File: src/rtl/av2_cdef_pkg.sv
// av2_cdef_pkg: shared constants, direction/step table and FSM state type
// for the AV2 CDEF block filter.
package av2_cdef_pkg;

  localparam int PIX_W   = 10;
  localparam int PIX_MAX = 1023;
  localparam int NPIX    = 64;
  localparam int LATENCY = 65;

  // Direction index doubles as the tie-break priority (lowest wins).
  typedef enum logic [1:0] {
    DIR_H    = 2'd0,  // (+1, 0)
    DIR_V    = 2'd1,  // ( 0,+1)
    DIR_D45  = 2'd2,  // (+1,-1)
    DIR_D135 = 2'd3   // (+1,+1)
  } cdef_dir_e;

  localparam int DIR_DX [4] = '{1, 0,  1, 1};
  localparam int DIR_DY [4] = '{0, 1, -1, 1};

  typedef enum logic [1:0] {
    ST_IDLE   = 2'd0,
    ST_DIR    = 2'd1,
    ST_FILTER = 2'd2,
    ST_DONE   = 2'd3
  } cdef_state_e;

  // floor(log2(v)); v = 0 maps to 0 (only reached when strength is 0).
  function automatic logic [2:0] floor_log2(input logic [4:0] v);
    logic [2:0] r;
    if (v[4])      r = 3'd4;
    else if (v[3]) r = 3'd3;
    else if (v[2]) r = 3'd2;
    else if (v[1]) r = 3'd1;
    else           r = 3'd0;
    return r;
  endfunction

endpackage

File: src/rtl/av2_cdef_constrain.sv
// av2_cdef_constrain: combinational CDEF primary constrain function,
// c = sign(d) * min(|d|, max(0, s - (|d| >> sh))).
module av2_cdef_constrain (
  input  logic signed [11:0] d,
  input  logic        [4:0]  s,
  input  logic        [3:0]  sh,
  output logic signed [11:0] c
);

  logic [11:0] mag_d;
  logic [11:0] shifted;
  logic [11:0] s_ext;
  logic [11:0] lim;
  logic [11:0] mag;

  // Magnitude limit shrinks as the difference grows; large edges get 0.
  always_comb begin
    mag_d   = d[11] ? (~d + 12'd1) : d;
    shifted = mag_d >> sh;
    s_ext   = {7'b0, s};
    lim     = (s_ext > shifted) ? (s_ext - shifted) : 12'd0;
    mag     = (mag_d < lim) ? mag_d : lim;
    c       = d[11] ? $signed(~mag + 12'd1) : $signed(mag);
  end

endmodule

File: src/rtl/av2_cdef_filter.sv
// av2_cdef_filter: captures one 8x8 block, picks an edge direction, then
// filters one pixel per clock along it. Define CDEF_DIR_SEARCH_EN to enable
// the direction search; otherwise the direction is fixed to horizontal.
module av2_cdef_filter
  import av2_cdef_pkg::*;
#(
  parameter int BLOCK_SIZE = 8
) (
  input  logic              clk,
  input  logic              rst_n,
  input  logic [PIX_W-1:0]  src_block [0:NPIX-1],
  input  logic [2:0]        strength_y,
  input  logic [2:0]        strength_uv,
  input  logic [2:0]        damping,
  input  logic              is_chroma,
  input  logic              ready,
  output logic [PIX_W-1:0]  dst_block [0:NPIX-1],
  output logic              valid,
  output cdef_state_e       dbg_state,
  output cdef_dir_e         dbg_dir
);

  // Handshake: in IDLE, ready=1 starts a job; valid=1 marks a finished block
  // held on dst_block, and ready=1 while valid acknowledges it (valid drops on
  // that edge) without starting another job.

  localparam int TAP_OFF [4] = '{-1, 1, -2, 2};

  cdef_state_e      state_q, state_d;
  cdef_dir_e        dir_q, dir_d, dir_sel;
  logic [5:0]       idx_q, idx_d;
  logic [2:0]       str_q, str_d;
  logic [2:0]       damp_q, damp_d;
  logic             valid_q, valid_d;
  logic [PIX_W-1:0] blk_q [0:NPIX-1];
  logic [PIX_W-1:0] blk_d [0:NPIX-1];
  logic [PIX_W-1:0] dst_q [0:NPIX-1];
  logic [PIX_W-1:0] dst_d [0:NPIX-1];

  logic [4:0]         s_eff;
  logic [2:0]         lg;
  logic [3:0]         sh;
  logic [PIX_W-1:0]   x_pix;
  logic [PIX_W-1:0]   tap_v [4];
  logic               tap_ok [4];
  logic signed [11:0] tap_d [4];
  logic signed [11:0] tap_c [4];
  logic [PIX_W-1:0]   y_pix;

`ifdef CDEF_DIR_SEARCH_EN
  logic [16:0] cost [4];

  // Sum of absolute neighbour differences per direction; smallest cost wins.
  always_comb begin
    int nx, ny;
    logic [PIX_W-1:0] a, b;
    logic [16:0] best;
    for (int d = 0; d < 4; d++) cost[2'(d)] = '0;
    for (int y = 0; y < BLOCK_SIZE; y++) begin
      for (int x = 0; x < BLOCK_SIZE; x++) begin
        for (int d = 0; d < 4; d++) begin
          nx = x + DIR_DX[2'(d)];
          ny = y + DIR_DY[2'(d)];
          if (nx >= 0 && nx < BLOCK_SIZE && ny >= 0 && ny < BLOCK_SIZE) begin
            a = blk_q[6'(y * BLOCK_SIZE + x)];
            b = blk_q[6'(ny * BLOCK_SIZE + nx)];
            cost[2'(d)] = cost[2'(d)] + 17'((a > b) ? (a - b) : (b - a));
          end
        end
      end
    end
    dir_sel = DIR_H;
    best    = cost[0];
    for (int d = 1; d < 4; d++) begin
      if (cost[2'(d)] < best) begin
        best    = cost[2'(d)];
        dir_sel = cdef_dir_e'(2'(d));
      end
    end
  end
`else
  assign dir_sel = DIR_H;
`endif

  // Effective strength and damping shift for the captured job.
  always_comb begin
    s_eff = {str_q, 2'b00};
    lg    = floor_log2(s_eff);
    if (({2'b00, damp_q} + 5'd2) > {2'b00, lg})
      sh = 4'({2'b00, damp_q} + 5'd2 - {2'b00, lg});
    else
      sh = 4'd0;
  end

  // Tap gathering; taps leaving the block read the centre pixel so d = 0.
  always_comb begin
    int cx, cy, tx, ty;
    cx    = int'(idx_q) % BLOCK_SIZE;
    cy    = int'(idx_q) / BLOCK_SIZE;
    x_pix = blk_q[idx_q];
    for (int k = 0; k < 4; k++) begin
      tx = cx + TAP_OFF[2'(k)] * DIR_DX[dir_q];
      ty = cy + TAP_OFF[2'(k)] * DIR_DY[dir_q];
      tap_ok[2'(k)] = (tx >= 0) && (tx < BLOCK_SIZE) && (ty >= 0) && (ty < BLOCK_SIZE);
      tap_v[2'(k)]  = tap_ok[2'(k)] ? blk_q[6'(ty * BLOCK_SIZE + tx)] : x_pix;
      tap_d[2'(k)]  = 12'($signed({2'b00, tap_v[2'(k)]}) - $signed({2'b00, x_pix}));
    end
  end

  for (genvar g = 0; g < 4; g++) begin : g_con
    av2_cdef_constrain u_con (
      .d  (tap_d[g]),
      .s  (s_eff),
      .sh (sh),
      .c  (tap_c[g])
    );
  end

  // Weighted sum, rounding toward zero-biased nearest, clamp to tap range.
  always_comb begin
    logic signed [12:0] sum, ext, rnd, y_s, mn, mx;
    sum = '0;
    mn  = {3'b000, x_pix};
    mx  = {3'b000, x_pix};
    for (int k = 0; k < 4; k++) begin
      ext = 13'(tap_c[2'(k)]);
      sum = sum + ((k < 2) ? (ext <<< 2) : (ext <<< 1));
      if (tap_ok[2'(k)]) begin
        if ($signed({3'b000, tap_v[2'(k)]}) < mn) mn = {3'b000, tap_v[2'(k)]};
        if ($signed({3'b000, tap_v[2'(k)]}) > mx) mx = {3'b000, tap_v[2'(k)]};
      end
    end
    rnd = sum + 13'sd8 - ((sum < 13'sd0) ? 13'sd1 : 13'sd0);
    y_s = $signed({3'b000, x_pix}) + (rnd >>> 4);
    if (y_s < mn) y_s = mn;
    if (y_s > mx) y_s = mx;
    if (y_s < 13'sd0) y_s = 13'sd0;
    if (y_s > 13'(PIX_MAX)) y_s = 13'(PIX_MAX);
    y_pix = (str_q == 3'd0) ? x_pix : y_s[PIX_W-1:0];
  end

  // Next-state logic for the IDLE -> DIR -> FILTER -> DONE job sequence.
  always_comb begin
    state_d = state_q;
    dir_d   = dir_q;
    idx_d   = idx_q;
    str_d   = str_q;
    damp_d  = damp_q;
    valid_d = valid_q;
    blk_d   = blk_q;
    dst_d   = dst_q;
    case (state_q)
      ST_IDLE: begin
        if (ready) begin
          blk_d   = src_block;
          str_d   = is_chroma ? strength_uv : strength_y;
          damp_d  = damping;
          state_d = ST_DIR;
        end
      end
      ST_DIR: begin
        dir_d   = dir_sel;
        idx_d   = 6'd0;
        state_d = ST_FILTER;
      end
      ST_FILTER: begin
        dst_d[idx_q] = y_pix;
        idx_d        = idx_q + 6'd1;
        if (idx_q == 6'(NPIX - 1)) begin
          valid_d = 1'b1;
          state_d = ST_DONE;
        end
      end
      ST_DONE: begin
        if (ready) begin
          valid_d = 1'b0;
          state_d = ST_IDLE;
        end
      end
      default: state_d = ST_IDLE;
    endcase
  end

  // Single state register; reset aborts any job and clears the output block.
  always_ff @(posedge clk or negedge rst_n) begin
    if (!rst_n) begin
      state_q <= ST_IDLE;
      dir_q   <= DIR_H;
      idx_q   <= '0;
      str_q   <= '0;
      damp_q  <= '0;
      valid_q <= 1'b0;
      blk_q   <= '{default: '0};
      dst_q   <= '{default: '0};
    end else begin
      state_q <= state_d;
      dir_q   <= dir_d;
      idx_q   <= idx_d;
      str_q   <= str_d;
      damp_q  <= damp_d;
      valid_q <= valid_d;
      blk_q   <= blk_d;
      dst_q   <= dst_d;
    end
  end

  assign dst_block = dst_q;
  assign valid     = valid_q;
  assign dbg_state = state_q;
  assign dbg_dir   = dir_q;

endmodule

File: config.mk
export PLATFORM = sky130hd
export DESIGN_NAME = av2_cdef_filter
export DESIGN_NICKNAME = d
export VERILOG_FILES = /design/src/rtl/av2_cdef_pkg.sv /design/src/rtl/av2_cdef_constrain.sv /design/src/rtl/av2_cdef_filter.sv
export SDC_FILE = /design/constraint.sdc
export NUM_CORES = 2
export LEC_CHECK = 0
export ABC_AREA = 1
export CAP_MARGIN = 20
export CORE_AREA = 2 2 504 506
export CTS_CLUSTER_SIZE = 16
export DETAILED_ROUTE_END_ITERATION = 8
export DIE_AREA = 0 0 506 508
export PLACE_DENSITY = 0.53
export REMOVE_ABC_BUFFERS = 1
export SETUP_SLACK_MARGIN = 0.15
export SYNTH_ARGS = -nofsm -noshare
export SYNTH_HDL_FRONTEND = slang
export SYNTH_HIERARCHICAL = 1
export SYNTH_SLANG_ARGS = --single-unit
File: constraint.sdc
create_clock -name clk -period 2.9 [get_ports clk]
set_clock_uncertainty 0.2 [all_clocks]
set_input_delay 0.435 -clock clk [delete_from_list [all_inputs] [get_ports clk]]
set_output_delay 0.435 -clock clk [all_outputs]
set_load 0.02 [all_outputs]
==> metrics.cfg <==
[timing]
setup_viol = 195
layout_min_cycle_time_ns = 2.98
maxSlewHeadroom = 0.336
hold_slack_ns = 0.0115
finalCritPeriodShare = 1.03
drv_slew = 0
hold_viol = 0
worst_pin_slew_ns = 0.992
fmax_mhz = 336
rsz0062_at_grt = yes
fin_ws_ns = -0.0785
setup_tns_ns = -5.75

[cells_and_area]
final_net_count = 8797
syn_to_final_growth_pct = 57.3
fin_area_um2 = 87900
drive_above_1_share = 0.199
n_fill_cell = 25500
fin_util = 0.348
stdcell_count = 11700

[setup_path]
critPathLaunchType = flop
max_stage_delay_ns = 0.54
crit_path_cell_trace = buf_12, buf_12, buf_12, buf_4, nand2_1, nand2_1, nand2_1, nand2_1, nand2_1, nand2_1, nand2_1, nand2_2, nor2_4, nand2_4, buf_16, buf_12, buf_16, nand2_1, nand2_1
worstPathRequired_ns = 3.39
critPathKind = reg -> reg
worst-path-buf-inv = 7
crit_path_max_fanout = 12
endpoint_kind = flop
worst_ep_arrival_time_ns = 3.46
cp_top_family = buffers and inverters
crit_top_cell = nand2_1
worst_path_max_delay_cell = dfrtp_4

[place]
dpl_cell_area_um2 = 75700
dpl.hpwl_mm = 189
dp_cells = 10900
gp_congestion = 0.887
dpl_worst_slack_ns = -0.541
portBuffers = 1285

[clock_tree]
clk_pin_slew_ns = 0.06
clk_latency_ns = 0.82
root_buffer = clkbuf_16
cts.path.max_buffers = 3
cts_max_level = 4
numCtsBuffers = 152
cts.sinks = 1289
cts_tree = yes

[routing]
routed-wl-met2_mm = 129
drt-initial-drc-count = 3992
met3_wirelength_mm = 15.5
routed_wl_mm = 266
m1WireLength_mm = 110
drtAntennaViolNets = 0
firstDrtPassIters = 5
vias = 50600
highest_layer = met5
drt-wirelength-per-cell_um = 22.8
drc_errors = 0
viasPerCell = 4.34

[global_routing]
antenna_found_initial = 52
groute.usage.overall = 0.198
grt_max_degree = 115
grt_pass1_vias = 51100
grt_first_pass_wirelength_mm = 370
globalRouteOverflowTotal = 0

[min_path]
min_path_type = in -> async

[die]
core.rowCount = 185
io_pins = 1298
chipWidth_um = 506
dieArea_um2 = 257000
die_h_um = 508
coreArea_um2 = 252000
start_util = 0.222

[run_status]
violations = setup timing
status = finished, violations left

[synth]
synth_top_cell_area_share = 0.577
avgSynthCellArea_um2 = 8.98
yosysWarningCount = 6
ys_types = 26
synth-seq-area-share = 0.577
synthTopCellsByArea = dfrtp_1, nand2_1, mux2_2
synth_largest_area_cell = dfrtp_1
syn_inst = 6223
ys_seq_elements = 1289
synth_area_um2 = 55900

[power_and_ir_drop]
leakagePower_nw = 42.4
ir_drop_v = 0.000737
p_per_area_nw_per_um2 = 975
total_power_mw = 85.7

[run]
maxCapViolCount = 0

timing repair:
| item | in CTS | in global routing |
|---|---|---|
| gates resized for setup | 296 | 152 |
| setup endpoints to repair | 646 | 642 |
| setup buffers | 37 | 14 |
| cloned | 36 | 14 |
| pin swaps | 41 | 26 |
| endpoints found under the hold margin | 880 | 0 |
| hold buffers | 337 | 0 |
state kept, by name, indices dropped and copies added (netlist names):
register	count
idx_q	6
dst_block	640
blk_q	640
dbg_state	2
valid	1
synth_stat cells:
| library cell | count |
|---|---|
| o21ai_1 | 3 |
| buf_1 | 37 |
| buf_4 | 13 |
| or2_2 | 5 |
| mux2_2 | 625 |
| buf_2 | 154 |
| inv_2 | 19 |
| nand2_2 | 10 |
| inv_1 | 39 |
| nor2_1 | 120 |
| buf_6 | 1 |
| a221oi_1 | 1 |
| nor3b_1 | 1 |
| ha_1 | 5 |
| clkinv_1 | 49 |
| o211ai_1 | 5 |
| nor3_1 | 10 |
| nand2_1 | 3666 |
| nand3_1 | 13 |
| conb_1 | 1 |
| nor2_2 | 1 |
| o21bai_1 | 1 |
| clkbuf_1 | 125 |
| o21ai_0 | 12 |
| dfrtp_1 | 1289 |
| a21oi_1 | 18 |
worst paths after layout:
| check | startpoint | to | slack (ns) | depth (start not counted) |
|---|---|---|---|---|
| max | idx_q[0] | dst_block[517] | -0.08 | 19 |
| min | rst_n | dst_block[314] | 0.01 | 2 |
| max reg2reg | idx_q[0] | dst_block[517] | -0.08 | 19 |
| min reg2reg | dst_block[166] | dst_block[166] | 0.27 | 2 |
| max in group asynchronous | rst_n | blk_q[233] | 1.32 | 3 |
| min in group clk | src_block[386] | blk_q[386] | 0.07 | 2 |
cell usage in the layout, fill, tap and decap left out, types with 5 or more instances in the layout:
master,n
buf_4,227
nor3_2,6
mux2_2,625
nand3_1,13
nor2_1,87
dlygate4sd3_1,337
buf_12,112
buf_8,13
ha_1,5
bufinv_16,15
inv_2,16
clkinv_2,35
clkinv_8,5
nor2_4,18
clkbuf_8,30
nand2_2,190
nand2_1,3454
nand2_4,28
inv_1,36
clkinvlp_4,6
buf_16,58
clkbuf_1,27
clkinv_16,6
buf_6,39
dfrtp_1,1286
o21ai_0,11
nor2_2,16
clkdlybuf4s50_1,1284
clkbuf_16,167
o211ai_1,5
a21oi_1,18
diode_2,30
clkinv_1,37
inv_6,8
per-layer routing:
metal / up-vias / GRT usage
met2: 1904 / 0.341
met5: - / 0
met3: 414 / 0.0360
met1: 25000 / 0.247
met4: 32 / 0.0713
li1: 23200 / -
final cells by class:
cell class | count | area [um2] | share of cell area
repair inverters | 3 | 26.3 | 0.000299
clock inverters | 62 | 958 | 0.0109
clock buffers | 210 | 4340 | 0.0494
repair buffers | 2088 | 22900 | 0.260
diodes | 30 | 75.1 | 0.000854
inverters | 107 | 454 | 0.00517
multi-input cells | 4498 | 22700 | 0.258
flip-flops and latches | 1289 | 32300 | 0.367
well taps | 3366 | 4210 | 0.0479
power breakdown:
group	switching, mW	internal, mW	leakage [nW]	total [mW]
clock network	8.51	11.9	2.59	20.4
logic	21.4	18.1	23.3	39.5
registers	2.78	22.9	16.6	25.7
total	32.7	52.9	42.4	85.7
kinds of logic after synthesis:
| kind of cell | synth area share |
|---|---|
| multiplexers | 0.126 |
| other | 0.0000671 |
| AND/OR/NAND/NOR | 0.258 |
| flip-flops | 0.577 |
| buffers and inverters | 0.0338 |
| AO/OA/AOI/OAI | 0.00392 |
| adder cells (fa/ha/maj) | 0.00112 |
(Power assumes the default switching activity.)
